## config.mk

```make
export PLATFORM = sky130hd
export DESIGN_NAME = rf_writeback_scheduler_flat
export DESIGN_NICKNAME = d
export VERILOG_FILES = /design/src/rtl/rf_writeback_scheduler_if.sv /design/src/rtl/rf_writeback_scheduler.sv /design/src/flat_wrapper.sv
export SDC_FILE = /design/constraint.sdc
export NUM_CORES = 1
export LEC_CHECK = 0
export ABC_AREA = 1
export BUFFER_PORTS_ARGS = -buffer_cell sky130_fd_sc_hd__buf_4
export CORE_MARGIN = 1
export CORE_UTILIZATION = 50
export CTS_CLUSTER_SIZE = 14
export DETAILED_ROUTE_END_ITERATION = 6
export PLACE_DENSITY = 0.77
export SYNTH_ARGS = -nofsm -noshare
export SYNTH_HDL_FRONTEND = slang
export SYNTH_SLANG_ARGS = --single-unit
export TNS_END_PERCENT = 1
```

## constraint.sdc

```tcl
create_clock -name CLK -period 4.16 [get_ports CLK]
set_input_delay 0.416 -clock CLK [delete_from_list [all_inputs] [get_ports CLK]]
set_output_delay 0.416 -clock CLK [all_outputs]
set_load 0.01 [all_outputs]
```

## src/rtl/rf_writeback_scheduler_if.sv

```systemverilog
// Writeback source bundle: sources A (ALU) and B (load) toward the scheduler.
// No latency of its own; it only carries the signals.
// A source holding valid=1 with ready=0 keeps rd/data stable until granted.
interface rf_writeback_scheduler_if #(
  parameter int DW = 32,
  parameter int AW = 5
);
  logic          a_valid;
  logic          a_ready;
  logic [AW-1:0] a_rd;
  logic [DW-1:0] a_data;
  logic          b_valid;
  logic          b_ready;
  logic [AW-1:0] b_rd;
  logic [DW-1:0] b_data;

  // Execute/memory side: presents writebacks and receives grants.
  modport master (
    output a_valid, a_rd, a_data, b_valid, b_rd, b_data,
    input  a_ready, b_ready
  );

  // Scheduler side: receives writebacks and issues grants.
  modport slave (
    input  a_valid, a_rd, a_data, b_valid, b_rd, b_data,
    output a_ready, b_ready
  );
endinterface

```

## src/rtl/rf_writeback_scheduler.sv

```systemverilog
// Round-robin scheduler of two writeback sources onto the RF write port, with busy scoreboard and RAW/WAW stalls.
// Grant is combinational; rf_we/rf_wda/rf_wd are registered one cycle after the handshake.
// The source that loses arbitration sees ready=0 and holds its request; nothing is ever dropped.
module rf_writeback_scheduler #(
  parameter int DW = 32,
  parameter int AW = 5
) (
  input  logic                   CLK,
  input  logic                   RESET,
  rf_writeback_scheduler_if.slave wb,
  input  logic                   issue_valid,
  input  logic [AW-1:0]          issue_rd,
  output logic                   issue_stall,
  input  logic [AW-1:0]          rs1,
  input  logic [AW-1:0]          rs2,
  output logic                   raw_stall,
  output logic                   rf_we,
  output logic [AW-1:0]          rf_wda,
  output logic [DW-1:0]          rf_wd
);

  localparam int NREG = 2 ** AW;

  // Which source wins when both are valid.
  typedef enum logic {PRI_A = 1'b0, PRI_B = 1'b1} pri_t;

  pri_t            pri_q;
  pri_t            pri_d;
  logic            grant_a;
  logic            grant_b;
  logic            wb_hs;
  logic [AW-1:0]   wb_rd;
  logic [DW-1:0]   wb_data;
  logic            wr_en;
  logic            set_en;
  logic [NREG-1:0] busy_q;
  logic [NREG-1:0] busy_d;
  logic            hit1;
  logic            hit2;

  // Priority pointer register; reset gives A priority.
  always_ff @(posedge CLK or posedge RESET) begin
    if (RESET) pri_q <= PRI_A;
    else       pri_q <= pri_d;
  end

  // Arbitration and pointer update: the pointer moves only on a completed handshake.
  always_comb begin
    grant_a = 1'b0;
    grant_b = 1'b0;
    pri_d   = pri_q;
    case (pri_q)
      PRI_A: begin
        if (wb.a_valid)      grant_a = 1'b1;
        else if (wb.b_valid) grant_b = 1'b1;
      end
      PRI_B: begin
        if (wb.b_valid)      grant_b = 1'b1;
        else if (wb.a_valid) grant_a = 1'b1;
      end
    endcase
    if (grant_a)      pri_d = PRI_B;
    else if (grant_b) pri_d = PRI_A;
  end

  assign wb.a_ready = grant_a;
  assign wb.b_ready = grant_b;

  // A grant always coincides with valid, so a grant is a handshake.
  assign wb_hs   = grant_a | grant_b;
  assign wb_rd   = grant_a ? wb.a_rd   : wb.b_rd;
  assign wb_data = grant_a ? wb.a_data : wb.b_data;

  // Writes to x0 are accepted but never reach the RF or the scoreboard.
  assign wr_en  = wb_hs && (wb_rd != '0);
  assign set_en = issue_valid && !issue_stall && (issue_rd != '0);

  // Stalls look only at registered state, never at a same-cycle clear.
  assign issue_stall = issue_valid && (issue_rd != '0) && busy_q[issue_rd];
  assign hit1 = (rs1 != '0) && (busy_q[rs1] || (rf_we && (rf_wda == rs1)));
  assign hit2 = (rs2 != '0) && (busy_q[rs2] || (rf_we && (rf_wda == rs2)));
  assign raw_stall = hit1 | hit2;

  // Scoreboard next state: clear on writeback, set on issue, x0 forced idle.
  always_comb begin
    busy_d = busy_q;
    if (wr_en)  busy_d[wb_rd]    = 1'b0;
    if (set_en) busy_d[issue_rd] = 1'b1;
    busy_d[0] = 1'b0;
  end

  // Scoreboard register.
  always_ff @(posedge CLK or posedge RESET) begin
    if (RESET) busy_q <= '0;
    else       busy_q <= busy_d;
  end

  // RF write register: address/data hold their last value when idle.
  always_ff @(posedge CLK or posedge RESET) begin
    if (RESET) begin
      rf_we  <= 1'b0;
      rf_wda <= '0;
      rf_wd  <= '0;
    end else begin
      rf_we <= wr_en;
      if (wr_en) begin
        rf_wda <= wb_rd;
        rf_wd  <= wb_data;
      end
    end
  end

endmodule

```

## src/flat_wrapper.sv

```systemverilog
// flat-port wrapper written by rule: the top's interface ports become plain ports
module rf_writeback_scheduler_flat 
#(
  parameter int DW = 32,
  parameter int AW = 5
)
  (CLK, RESET, issue_valid, issue_rd, issue_stall, rs1, rs2, raw_stall, rf_we, rf_wda, rf_wd, wb_a_valid, wb_a_rd, wb_a_data, wb_b_valid, wb_b_rd, wb_b_data, wb_a_ready, wb_b_ready);
  rf_writeback_scheduler_if #(.DW(DW), .AW(AW)) wb_i ();
  input  logic CLK;
  input  logic RESET;
  input  logic issue_valid;
  input  logic [AW-1:0] issue_rd;
  output logic issue_stall;
  input  logic [AW-1:0] rs1;
  input  logic [AW-1:0] rs2;
  output logic raw_stall;
  output logic rf_we;
  output logic [AW-1:0] rf_wda;
  output logic [DW-1:0] rf_wd;
  input wire logic [$bits(wb_i.a_valid)-1:0] wb_a_valid;
  input wire logic [$bits(wb_i.a_rd)-1:0] wb_a_rd;
  input wire logic [$bits(wb_i.a_data)-1:0] wb_a_data;
  input wire logic [$bits(wb_i.b_valid)-1:0] wb_b_valid;
  input wire logic [$bits(wb_i.b_rd)-1:0] wb_b_rd;
  input wire logic [$bits(wb_i.b_data)-1:0] wb_b_data;
  output wire logic [$bits(wb_i.a_ready)-1:0] wb_a_ready;
  output wire logic [$bits(wb_i.b_ready)-1:0] wb_b_ready;
  assign wb_i.a_valid = wb_a_valid;
  assign wb_i.a_rd = wb_a_rd;
  assign wb_i.a_data = wb_a_data;
  assign wb_i.b_valid = wb_b_valid;
  assign wb_i.b_rd = wb_b_rd;
  assign wb_i.b_data = wb_b_data;
  assign wb_a_ready = wb_i.a_ready;
  assign wb_b_ready = wb_i.b_ready;
  rf_writeback_scheduler #(.DW(DW), .AW(AW)) u_core (.CLK(CLK), .RESET(RESET), .wb(wb_i), .issue_valid(issue_valid), .issue_rd(issue_rd), .issue_stall(issue_stall), .rs1(rs1), .rs2(rs2), .raw_stall(raw_stall), .rf_we(rf_we), .rf_wda(rf_wda), .rf_wd(rf_wd));
endmodule
```

==> summary.md, run 1 <==
| Metric | Value |
|---|---|
| GR peak layer | `met2` |
| Total GRT Usage | `30.33%` |
| Worst r2r src | `u_core.pri_q` |
| Synthesized net count | `764` |
| Largest net degree at the start of global routing | `44` |
| Vias in the first global route | `4789` |
| CP Class | `primary input to primary output` |
| CTS tree | `done` |
| Vias after detailed routing | `5196` |
| Row count | `35` |
| Final hold slack | `0.2652 ns` |
| RSZ-0062 raised after global routing | `false` |
| Pre-antenna DRT Iters | `6` |
| Fin Setup TNS | `0 ns` |
| GRT overflow | `0` |
| # setup viols final | `0` |
| Worst-case clock buffer depth | `2` |
| WL per Instance | `16.03 um` |
| Met2 GRT Util | `49.60%` |
| P per Cell Area | `367.2 mW/mm2` |
| Maxcap violations | `0` |
| Vias per cell | `5.660` |
| Setup Buffers After CTS | `0` |
| Number of H-tree levels | `3` |
| Antenna cells | `0` |
| Core area | `0.009284 mm2` |
| Die ar. | `0.01001 mm2` |
| Worst-margin pin slew | `1.069 ns` |
| Worst skew pair latency | `0.34 ns` |
| Worst setup SP type | `primary input` |
| Max VDD drop | `168.7 uV` |
| Initial antenna violation count | `0` |
| Ys Warns | `0` |
| Slew Limit Fails | `0` |
| Async set-or-reset flop fraction in the synthesized netlist | `100.0%` |
| Worst EP required | `3.74 ns` |
| Final nets | `879` |
| Area growth from synthesis to layout | `23.71%` |
| # DRC | `0` |
| Count of input and output buffers | `135` |
| R2R cell count | `10` |
| Die Ht | `100.1 um` |
| Dpl ws | `1.176 ns` |
| Synth Register Bits | `70` |
| CTS Sinks | `70` |
| Clock transition at the registers of the reported paths | `0.07 ns` |
| Global placer's final weighted congestion | `0.9891` |
| Final hold viol count | `0` |
| Crit Path Max Fanout | `32` |
| Iter 0 DRT Violations | `459` |
| Status | `complete, no violations` |
| Fin worst setup slack | `1.259 ns` |
| Top FF cell, synth | `dfrtp_1` |
| CTS resizes | `0` |
| Clock Skew | `0.006991 ns` |
| Unique masters post-synth | `31` |
| Starting Density | `51.78%` |
| Global Route met1 Usage | `40.94%` |
| Seq/Total Area, Yosys | `36.44%` |
| Tmin final | `2.901 ns` |
| Hold buffer count at cts | `0` |
| Layout cell share with drive strength beyond 1 | `28.26%` |
| Die width | `100.1 um` |
| Fmax | `344.7 MHz` |
| Post-synthesis cell area | `0.004807 mm2` |
| Global routing usage on met3 | `3.691%` |
| Period utilisation layout | `69.74%` |
| Data arrival time of the worst path | `2.49 ns` |
| Static Leak | `2.952 nW` |
| Total CTS buffers | `9` |
| Crit path capture type | `primary output` |
| R2r setup slk | `1.32 ns` |
| Root Driver | `clkbuf_8` |
| Slew headroom | `28.66%` |
| First-pass GRT wire length | `23730 um` |
| Hold WC Path Type | `primary input to async pin` |
| DP Wirelength | `11140 um` |
| Final wirelength | `14710 um` |
| R2r endpoint | `u_core.rf_wda[4]` |
| Avg Cell Area, Syn | `7.175 um2` |
| IO Count | `136` |
| Post-synth EDFFs | `0` |
| Mapped Cells | `670` |
| Detail Route Antenna Nets | `0` |
==> state kept, by name, summed over array words and instances, names as in the netlist <==
signal	count
u_core.busy_q	31
u_core.pri_q	1
u_core.rf_we	1
u_core.rf_wda	5
u_core.rf_wd	32
==> cell families (layout without fill, tap and decap cells) <==
logic type,count (synthesis),after routing,synth area share [%]
simple gates,397,397,36.83
xor+xnor,1,1,0.1822
flops,70,70,36.44
compound gates,109,109,17.23
buf+inv,93,212,9.318
==> how the worst max path moves through the flow <==
| stage | start | end | slack (ns) | depth (start not counted) |
|---|---|---|---|---|
| after floorplan | RESET | u_core.busy_q[10] | 1.98 | 1 |
| after global placement | wb_b_valid | u_core.rf_wda[4] | 1.29 | 11 |
| after detailed placement | wb_b_valid | u_core.rf_wda[4] | 1.18 | 11 |
| after CTS | u_core.pri_q | u_core.rf_wda[4] | 1.32 | 10 |
| after global routing | u_core.pri_q | u_core.rf_wda[4] | 1.04 | 10 |
| final | issue_rd[0] | issue_stall | 1.26 | 8 |
==> cells in the final DEF (no fill, tap or decap), types with 4 or more instances in the layout <==
| cell type | count |
|---|---|
| o211ai_1 | 14 |
| o21ai_0 | 25 |
| o211ai_2 | 20 |
| nand4_1 | 39 |
| o31ai_1 | 21 |
| or2_2 | 32 |
| clkbuf_8 | 9 |
| inv_2 | 4 |
| nor3_1 | 8 |
| a21oi_1 | 14 |
| inv_1 | 54 |
| nand3_1 | 46 |
| dfrtp_1 | 70 |
| nand2_1 | 214 |
| o22ai_1 | 8 |
| buf_4 | 139 |
| nor2_1 | 49 |
==> through the flow <==
stage / util [%] / cells / power, mW / cell area (um2)
after global routing: 64.06 / 918 / 2.321 / 5947
after detailed placement: 62.30 / 903 / 1.708 / 5784
final: 64.06 / 918 / 2.184 / 5947
after floorplan: - / 670 / 1.401 / 4807
after global placement: 62.30 / 903 / 1.685 / 5784
after CTS: 64.06 / 918 / 2.183 / 5947
==> synthesized netlist by cell type, types with 3 or more instances <==
master | instances | area share [%]
or2_2 | 32 | 4.2
inv_2 | 3 | 0.23
a21oi_1 | 14 | 1.5
inv_1 | 55 | 4.3
dfrtp_1 | 70 | 36
o211ai_1 | 14 | 2.2
clkbuf_1 | 10 | 0.78
nor3_1 | 8 | 0.83
nand2_2 | 3 | 0.39
buf_2 | 14 | 1.5
o211ai_2 | 20 | 5.2
buf_6 | 4 | 0.94
o21ai_0 | 25 | 2.6
o31ai_1 | 21 | 3.3
nand2_1 | 214 | 17
buf_4 | 5 | 0.78
o22ai_1 | 8 | 1.0
nor2_1 | 50 | 3.9
nand4_1 | 39 | 5.1
nand3_1 | 46 | 4.8
==> layer usage <==
| metal | up-vias | part of all wire, % |
|---|---|---|
| li1 | 2467 | - |
| met1 | 2398 | 42 |
| met2 | 293 | 47 |
| met3 | 38 | 8.3 |
| met4 | 0 | 2.8 |
| met5 | - | 0 |
==> power breakdown <==
part	leakage (nW)	total [mW]	internal, mW	switching [mW]
Combinational	2.03	0.748	0.306	0.443
Sequential	0.845	0.965	0.822	0.143
Clock	0.0813	0.471	0.212	0.259
Total	2.95	2.18	1.34	0.844
==> area by class of cell <==
| type | instances | area (um2) |
|---|---|---|
| Clock inverter | 6 | 38.79 |
| Fill cell | 849 | 3337 |
| Timing Repair Buffer | 139 | 1044 |
| Multi-Input combinational cell | 507 | 2610 |
| Sequential cell | 70 | 1752 |
| Clock buffer | 9 | 123.9 |
| Inverter | 58 | 217.7 |
| Tap cell | 129 | 161.4 |
==> critical path, cell delays in order <==
cell     delay (ns)
buf_4          0.13
nand2_1        0.36
o22ai_1        0.13
o21ai_0        0.18
nand2_1        0.09
nor2_2         0.83
a21oi_1        0.15
buf_4          0.20
No activity file was read; power rests on OpenSTA's default activity.
==> run 2: changes to the inputs <==
--- a/config.mk
+++ b/config.mk
@@ -5,13 +5,13 @@
 export SDC_FILE = /design/constraint.sdc
 export NUM_CORES = 1
 export LEC_CHECK = 0
-export ABC_AREA = 1
+export ABC_AREA = 0
 export BUFFER_PORTS_ARGS = -buffer_cell sky130_fd_sc_hd__buf_4
 export CORE_MARGIN = 1
 export CORE_UTILIZATION = 50
 export CTS_CLUSTER_SIZE = 14
 export DETAILED_ROUTE_END_ITERATION = 6
-export PLACE_DENSITY = 0.77
+export PLACE_DENSITY = 0.79
 export SYNTH_ARGS = -nofsm -noshare
 export SYNTH_HDL_FRONTEND = slang
 export SYNTH_SLANG_ARGS = --single-unit
==> constraint.sdc (replaced) <==
create_clock -name CLK -period 2.98 [get_ports CLK]
set_input_delay 0.298 -clock CLK [delete_from_list [all_inputs] [get_ports CLK]]
set_output_delay 0.298 -clock CLK [all_outputs]
set_load 0.01 [all_outputs]
==> summary.md, run 2 <==
| Metric | Value |
|---|---|
| Synth top area share | `41.60% (+5.2 points)` |
| Hold buffer count at cts | `0 (unchanged)` |
| Clock Skew | `0.01169 ns (+0.004694 ns)` |
| WL per Instance | `18.28 um (+14%)` |
| Slew headroom | `42.05% (+13 points)` |
| Starting Density | `51.50% (-0.28 points)` |
| Core area | `0.008175 mm2 (-12%)` |
| Fin Setup TNS | `0 ns (unchanged)` |
| Global placer's final weighted congestion | `0.9485 (-4.1%)` |
| Worst-case clock buffer depth | `2 (unchanged)` |
| Layout cell share with drive strength beyond 1 | `36.01% (+7.7 points)` |
| Total CTS buffers | `9 (unchanged)` |
| Iter 0 DRT Violations | `283 (-38%)` |
| Top FF cell, synth | `dfrtp_1` |
| CTS resizes | `0 (unchanged)` |
| Count of input and output buffers | `135 (unchanged)` |
| Most frequent cells in the layout | `buf_4, dfrtp_1, o21ai_0` |
| Avg Cell Area, Syn | `10.50 um2 (+46%)` |
| Die ar. | `0.008792 mm2 (-12%)` |
| Worst setup SP type | `register` |
| Seq/Total Area, Yosys | `41.60% (+5.2 points)` |
| GRT overflow | `0 (unchanged)` |
| Die width | `93.77 um (-6.3%)` |
| Count leader, synth | `dfrtp_1` |
| Post-synth EDFFs | `0 (unchanged)` |
| CTS tree | `done` |
| Fin cells | `641 (-30%)` |
| IO Count | `136 (unchanged)` |
| Total GRT Usage | `27.73% (-2.6 points)` |
| Maxcap violations | `0 (unchanged)` |
| CTS Sinks | `70 (unchanged)` |
| Worst-margin pin slew | `0.8693 ns (-0.1997 ns)` |
| Worst r2r src | `u_core.pri_q` |
| Vias after detailed routing | `3775 (-27%)` |
| Async set-or-reset flop fraction in the synthesized netlist | `100.0% (unchanged)` |
| Number of H-tree levels | `3 (unchanged)` |
| Synthesized net count | `495 (-35%)` |
| Worst EP required | `2.68 ns (-1.06 ns)` |
| Final hold viol count | `0 (unchanged)` |
| Max reg flops | `32 (unchanged)` |
| Vias per cell | `5.889 (+4.0%)` |
| # DRC | `0 (unchanged)` |
| Detail Route Antenna Nets | `0 (unchanged)` |
| Reg with most FFs | `u_core.rf_wd` |
| Antenna cells | `0 (unchanged)` |
| Crit path from | `u_core.busy_q[14]` |
| Root Driver | `clkbuf_8` |
| Tmin final | `2.670 ns` |
| Pre-antenna DRT Iters | `5 (-1)` |
| Crit Path Max Fanout | `4 (-88%)` |
| Placed cells | `625 (-31%)` |
| Die Ht | `93.77 um (-6.3%)` |
| Max VDD drop | `270.1 uV (+60%)` |
| DP Wirelength | `9030 um (-19%)` |
| Commonest non-fill, non-tap cell in the layout | `buf_4` |
| P per Cell Area | `589.3 mW/mm2 (+60%)` |
| Area growth from synthesis to layout | `31.95%` |
| Ys Warns | `0 (unchanged)` |
| Unique masters post-synth | `50 (+61%)` |
| Setup Buffers After CTS | `0 (unchanged)` |
| Post-synthesis cell area | `0.004210 mm2 (-12%)` |
| Crit path to | `raw_stall` |
| Vias in the first global route | `3661 (-24%)` |
| Final nets | `625 (-29%)` |
| R2R cell count | `6 (-4)` |
| Largest net degree at the start of global routing | `73 (+66%)` |
| Post-synth top cells | `dfrtp_1, o21ai_0, nand2_1, mux2i_1, mux4_2` |
| Largest regs | `u_core.rf_wd x32, u_core.busy_q x31, u_core.rf_wda x5` |
| Area contributors post-synth | `dfrtp_1, mux4_2, mux2i_1, o21ai_0, nand2_1` |
| Crit path capture type | `primary output` |
| Synth Register Bits | `70 (unchanged)` |
| Initial antenna violation count | `0 (unchanged)` |
| Worst skew pair latency | `0.35 ns (about the same)` |
| CP Class | `register to primary output` |
| Static Leak | `2.544 nW (-14%)` |
| Period utilisation layout | `89.58%` |
| Status | `complete, no violations` |
| RSZ-0062 raised after global routing | `false` |
| Final wirelength | `11720 um (-20%)` |
| First-pass GRT wire length | `18420 um (-22%)` |
| Row count | `33 (-5.7%)` |
| Hold WC Path Type | `primary input to async pin` |
| Area leader, netlist | `dfrtp_1` |
| Fmax | `374.6 MHz` |
| # fillers | `629 (-26%)` |
| Slew Limit Fails | `0 (unchanged)` |
| Power Total | `3.274 mW (+50%)` |
| R2r endpoint | `u_core.rf_wd[6]` |
| Data arrival time of the worst path | `2.37 ns (-0.12 ns)` |
| Mapped Cells | `401 (-40%)` |
| Clock transition at the registers of the reported paths | `0.08 ns (about the same)` |
| # setup viols final | `0 (unchanged)` |
| R2r setup slk | `0.81 ns (-0.51 ns)` |
==> run 2: cell count changes after synthesis, sizes merged, moves of 16 or more <==
cell,previous run,this run
nand2,219,57
inv,58,5
mux2i,0,45
o21ai,29,73
nor2,53,10
nand4,39,0
nand3,46,11
o211ai,34,1
or2,32,4
mux4,0,23
o31ai,21,0
buf,25,9
==> run 2: worst min-delay path by stage <==
stage	from	end	slack (ns)	depth (start not counted)
floorplan	wb_b_valid	u_core.pri_q	0.41	1
global route	wb_a_data[5]	u_core.rf_wd[5]	0.23	3
CTS	wb_a_data[5]	u_core.rf_wd[5]	0.22	3
global placement	u_core.rf_wd[14]	u_core.rf_wd[14]	0.46	2
detailed placement	u_core.rf_wd[23]	u_core.rf_wd[23]	0.47	2
finish	RESET	u_core.rf_wd[5]	0.22	3
==> run 2: cell families after synthesis <==
family / count (synthesis) / share of synthesized area [%]
buffers and inverters: 26 / 2.972
DFF: 70 / 41.60
muxes: 73 / 24.43
AOI/OAI and AO/OA: 101 / 14.71
xor gates and xnor gates: 10 / 2.080
and+or+nand+nor: 121 / 14.21
==> run 2: final cells by class <==
cell class	count	area, um2	share of cell area [%]
well taps	105	131.4	2.365
inverters	5	18.77	0.3378
multi-input cells	305	2333	42.00
repair buffers	140	1064	19.14
flip-flops and latches	70	1752	31.53
clock inverters	5	105.1	1.892
clock buffers	11	151.4	2.725
==> run 2: power breakdown <==
part	internal, mW	switching (mW)
combinational	0.535	0.403
sequential	1.15	0.221
clock	0.602	0.366
==> run 2: metal layers <==
| layer | track usage (%) | up-vias | share of wire, % |
|---|---|---|---|
| li1 | - | 1744 | - |
| met1 | 35.17 | 1787 | 39 |
| met2 | 44.46 | 218 | 49 |
| met3 | 7.443 | 26 | 9.5 |
| met4 | 12.31 | 0 | 2.1 |
| met5 | 0 | - | 0 |
==> run 2: through the flow <==
step / setup WS, ns / area (um2) / utilization, % / hold WS, ns
2_1_floorplan: 0.8137 / 4210 / - / 0.4053
3_3_place_gp: 0.7248 / 5299 / 64.81 / 0.4649
3_5_place_dp: 0.6257 / 5299 / 64.81 / 0.4716
4_1_cts: 0.3657 / 5555 / 67.95 / 0.2194
5_1_grt: 0.2637 / 5555 / 67.95 / 0.2296
6_report: 0.3104 / 5555 / 67.95 / 0.2217
==> run 2: critical path: stages, from the launching register on <==
cell and delay, ns:
dfrtp_1 0.46, mux4_2 0.49, mux4_2 0.48, a211oi_1 0.29, o32ai_1 0.15, buf_4 0.16
==> run 3: changes to the inputs <==
--- a/config.mk
+++ b/config.mk
@@ -5,13 +5,12 @@
 export SDC_FILE = /design/constraint.sdc
 export NUM_CORES = 1
 export LEC_CHECK = 0
-export ABC_AREA = 0
 export BUFFER_PORTS_ARGS = -buffer_cell sky130_fd_sc_hd__buf_4
 export CORE_MARGIN = 1
-export CORE_UTILIZATION = 50
+export CORE_UTILIZATION = 40
 export CTS_CLUSTER_SIZE = 14
 export DETAILED_ROUTE_END_ITERATION = 6
-export PLACE_DENSITY = 0.79
+export PLACE_DENSITY = 0.65
 export SYNTH_ARGS = -nofsm -noshare
 export SYNTH_HDL_FRONTEND = slang
 export SYNTH_SLANG_ARGS = --single-unit
==> summary.md, run 3 (same netlist as run 2, synthesis figures left out) <==
| Metric | Value |
|---|---|
| Worst-margin pin slew | `0.8039 ns (-0.06541 ns)` |
| Fmax | `385.8 MHz (+3.0%)` |
| P per Cell Area | `582.0 mW/mm2 (-1.2%)` |
| Root Driver | `clkbuf_8` |
| CP Class | `register to primary output` |
| Row count | `37 (+12%)` |
| Logic pwr share | `29.0% (+0.3 points)` |
| Antenna cells | `0 (unchanged)` |
| Detail Route Antenna Nets | `0 (unchanged)` |
| Count of input and output buffers | `135 (unchanged)` |
| Slew Limit Fails | `0 (unchanged)` |
| First-pass GRT wire length | `19800 um (+7.5%)` |
| Register share of total power | `42.4% (+0.6 points)` |
| Psw | `1.011 mW (+2.1%)` |
| Area growth from synthesis to layout | `32.54%` |
| Clock transition at the registers of the reported paths | `0.08 ns (about the same)` |
| Most frequent cells in the layout | `buf_4, dfrtp_1, o21ai_0` |
| Max VDD drop | `347.7 uV (+29%)` |
| Clock Skew | `0.009716 ns (-0.001969 ns)` |
| Clock share of power | `28.6% (-1.0 points)` |
| Design area | `0.005580 mm2 (+0.45%)` |
| Period utilisation layout | `86.98% (-2.6 points)` |
| Sw frac | `31.12% (+0.87 points)` |
| Fin Setup TNS | `0 ns (unchanged)` |
| # fillers | `911 (+45%)` |
| Crit path buf inv count | `1 (unchanged)` |
| Crit path capture type | `primary output` |
| Largest net degree at the start of global routing | `73 (unchanged)` |
| Fin cells | `671 (+4.7%)` |
| Layout cell share with drive strength beyond 1 | `35.70% (-0.31 points)` |
| # DRC | `0 (unchanged)` |
| Max reg flops | `32 (unchanged)` |
| Number of H-tree levels | `3 (unchanged)` |
| IO Count | `136 (unchanged)` |
| Slew headroom | `46.41% (+4.4 points)` |
| Status | `complete, no violations` |
| Starting Density | `40.97% (-11 points)` |
| Maxcap violations | `0 (unchanged)` |
| Final hold viol count | `0 (unchanged)` |
| Tmin final | `2.592 ns (-0.07771 ns)` |
| Hold WC Path Type | `primary input to async pin` |
| GRT overflow | `0 (unchanged)` |
| Total GRT Usage | `23.41% (-4.3 points)` |
| Crit-path cells | `mux4_2 -> mux2_2 -> a2111oi_0 -> o32ai_1 -> buf_4` |
| Worst r2r src | `u_core.pri_q` |
| Iter 0 DRT Violations | `290 (+2.5%)` |
| Initial antenna violation count | `0 (unchanged)` |
| Slowest CP cell | `mux4_2` |
| Total CTS buffers | `9 (unchanged)` |
| CTS tree | `done` |
| WL per Instance | `18.16 um (-0.65%)` |
| Final wirelength | `12180 um (+4.0%)` |
| Worst EP required | `2.68 ns (about the same)` |
| Placement-stage cell area | `0.005343 mm2 (+0.83%)` |
| Vias in the first global route | `3781 (+3.3%)` |
| CTS Sinks | `70 (unchanged)` |
| Final nets | `624 (-0.16%)` |
| Vias per cell | `5.647 (-4.1%)` |
| Data arrival time of the worst path | `2.29 ns (-0.08 ns)` |
| Static Leak | `2.534 nW (-0.39%)` |
| Vias after detailed routing | `3789 (+0.37%)` |
| Global placer's final weighted congestion | `0.9518 (+0.35%)` |
| CTS resizes | `0 (unchanged)` |
| Crit-path leading delay family | `multiplexers` |
| Worst setup SP type | `register` |
| Largest regs | `u_core.rf_wd x32, u_core.busy_q x31, u_core.rf_wda x5` |
| DP Wirelength | `9291 um (+2.9%)` |
| Max stage delay on crit path | `0.48 ns (about the same)` |
| Crit Path Max Fanout | `4 (unchanged)` |
| # setup viols final | `0 (unchanged)` |
| Pre-antenna DRT Iters | `5 (unchanged)` |
| R2r setup slk | `0.74 ns (-0.07 ns)` |
| Reg with most FFs | `u_core.rf_wd` |
| Core area | `0.01028 mm2 (+26%)` |
| Hold buffer count at cts | `0 (unchanged)` |
| Setup Buffers After CTS | `0 (unchanged)` |
| Commonest non-fill, non-tap cell in the layout | `buf_4` |
| RSZ-0062 raised after global routing | `false` |
| Die width | `104.6 um (+12%)` |
| R2R cell count | `6 (unchanged)` |
| Die Ht | `104.6 um (+12%)` |
| Worst skew pair latency | `0.35 ns (about the same)` |
| Placed cells | `655 (+4.8%)` |
| R2r endpoint | `u_core.busy_q[31]` |
| Pint | `2.237 mW (-2.0%)` |
| Worst-case clock buffer depth | `2 (unchanged)` |
| Die ar. | `0.01094 mm2 (+24%)` |
==> run 3: how the worst max path moves through the flow <==
stage                 startpoint           to  depth (start not counted)
2_1_floorplan             rs1[0]    raw_stall                          5
3_3_place_gp         issue_rd[0]  issue_stall                          7
3_5_place_dp              rs2[0]    raw_stall                          6
4_1_cts        u_core.busy_q[10]    raw_stall                          5
5_1_grt        u_core.busy_q[14]    raw_stall                          5
6_report       u_core.busy_q[15]    raw_stall                          5
==> run 3: through the flow <==
step / total power [mW] / hold WS (ns) / utilization, % / setup slack, ns
after floorplan: 1.887 / 0.4053 / - / 0.8137
after global placement: 2.292 / 0.4104 / 51.98 / 0.7034
after detailed placement: 2.325 / 0.4146 / 51.98 / 0.6335
after CTS: 3.259 / 0.02773 / 54.30 / 0.3890
after global routing: 3.414 / 0.03701 / 54.30 / 0.1977
final: 3.248 / 0.01196 / 54.30 / 0.3881
==> run 3: cell type report <==
class | count | area (um2) | area share (%)
timing repair buffer | 139 | 1069 | 19.15
multi-input combinational | 305 | 2333 | 41.82
sequential | 70 | 1752 | 31.39
tap | 136 | 170.2 | 3.049
clock buffer | 10 | 127.6 | 2.287
inverter | 5 | 18.77 | 0.3363
clock inverter | 6 | 110.1 | 1.973
==> run 3: tightest hold or removal path: cells and delay by family <==
family | cells | cell delay, ns
buffers and inverters | 3 | 0.48
==> run 3: power groups by stage <==
stage / sequential, mW / combinational, mW / clock, mW
after floorplan: 1.31 / 0.573 / 0
after CTS: 1.36 / 0.946 / 0.948
final: 1.38 / 0.942 / 0.928
after global routing: 1.40 / 1.03 / 0.991
after detailed placement: 1.38 / 0.945 / 0
after global placement: 1.37 / 0.922 / 0
==> run 3: layer usage <==
layer  track usage (%)  share of wire [%]  up-vias
met5                 0                  0        -
met3             6.925                9.2       34
li1                  -                  -     1738
met1             29.38                 40     1810
met2             37.65                 47      207
met4             9.960                3.1        0
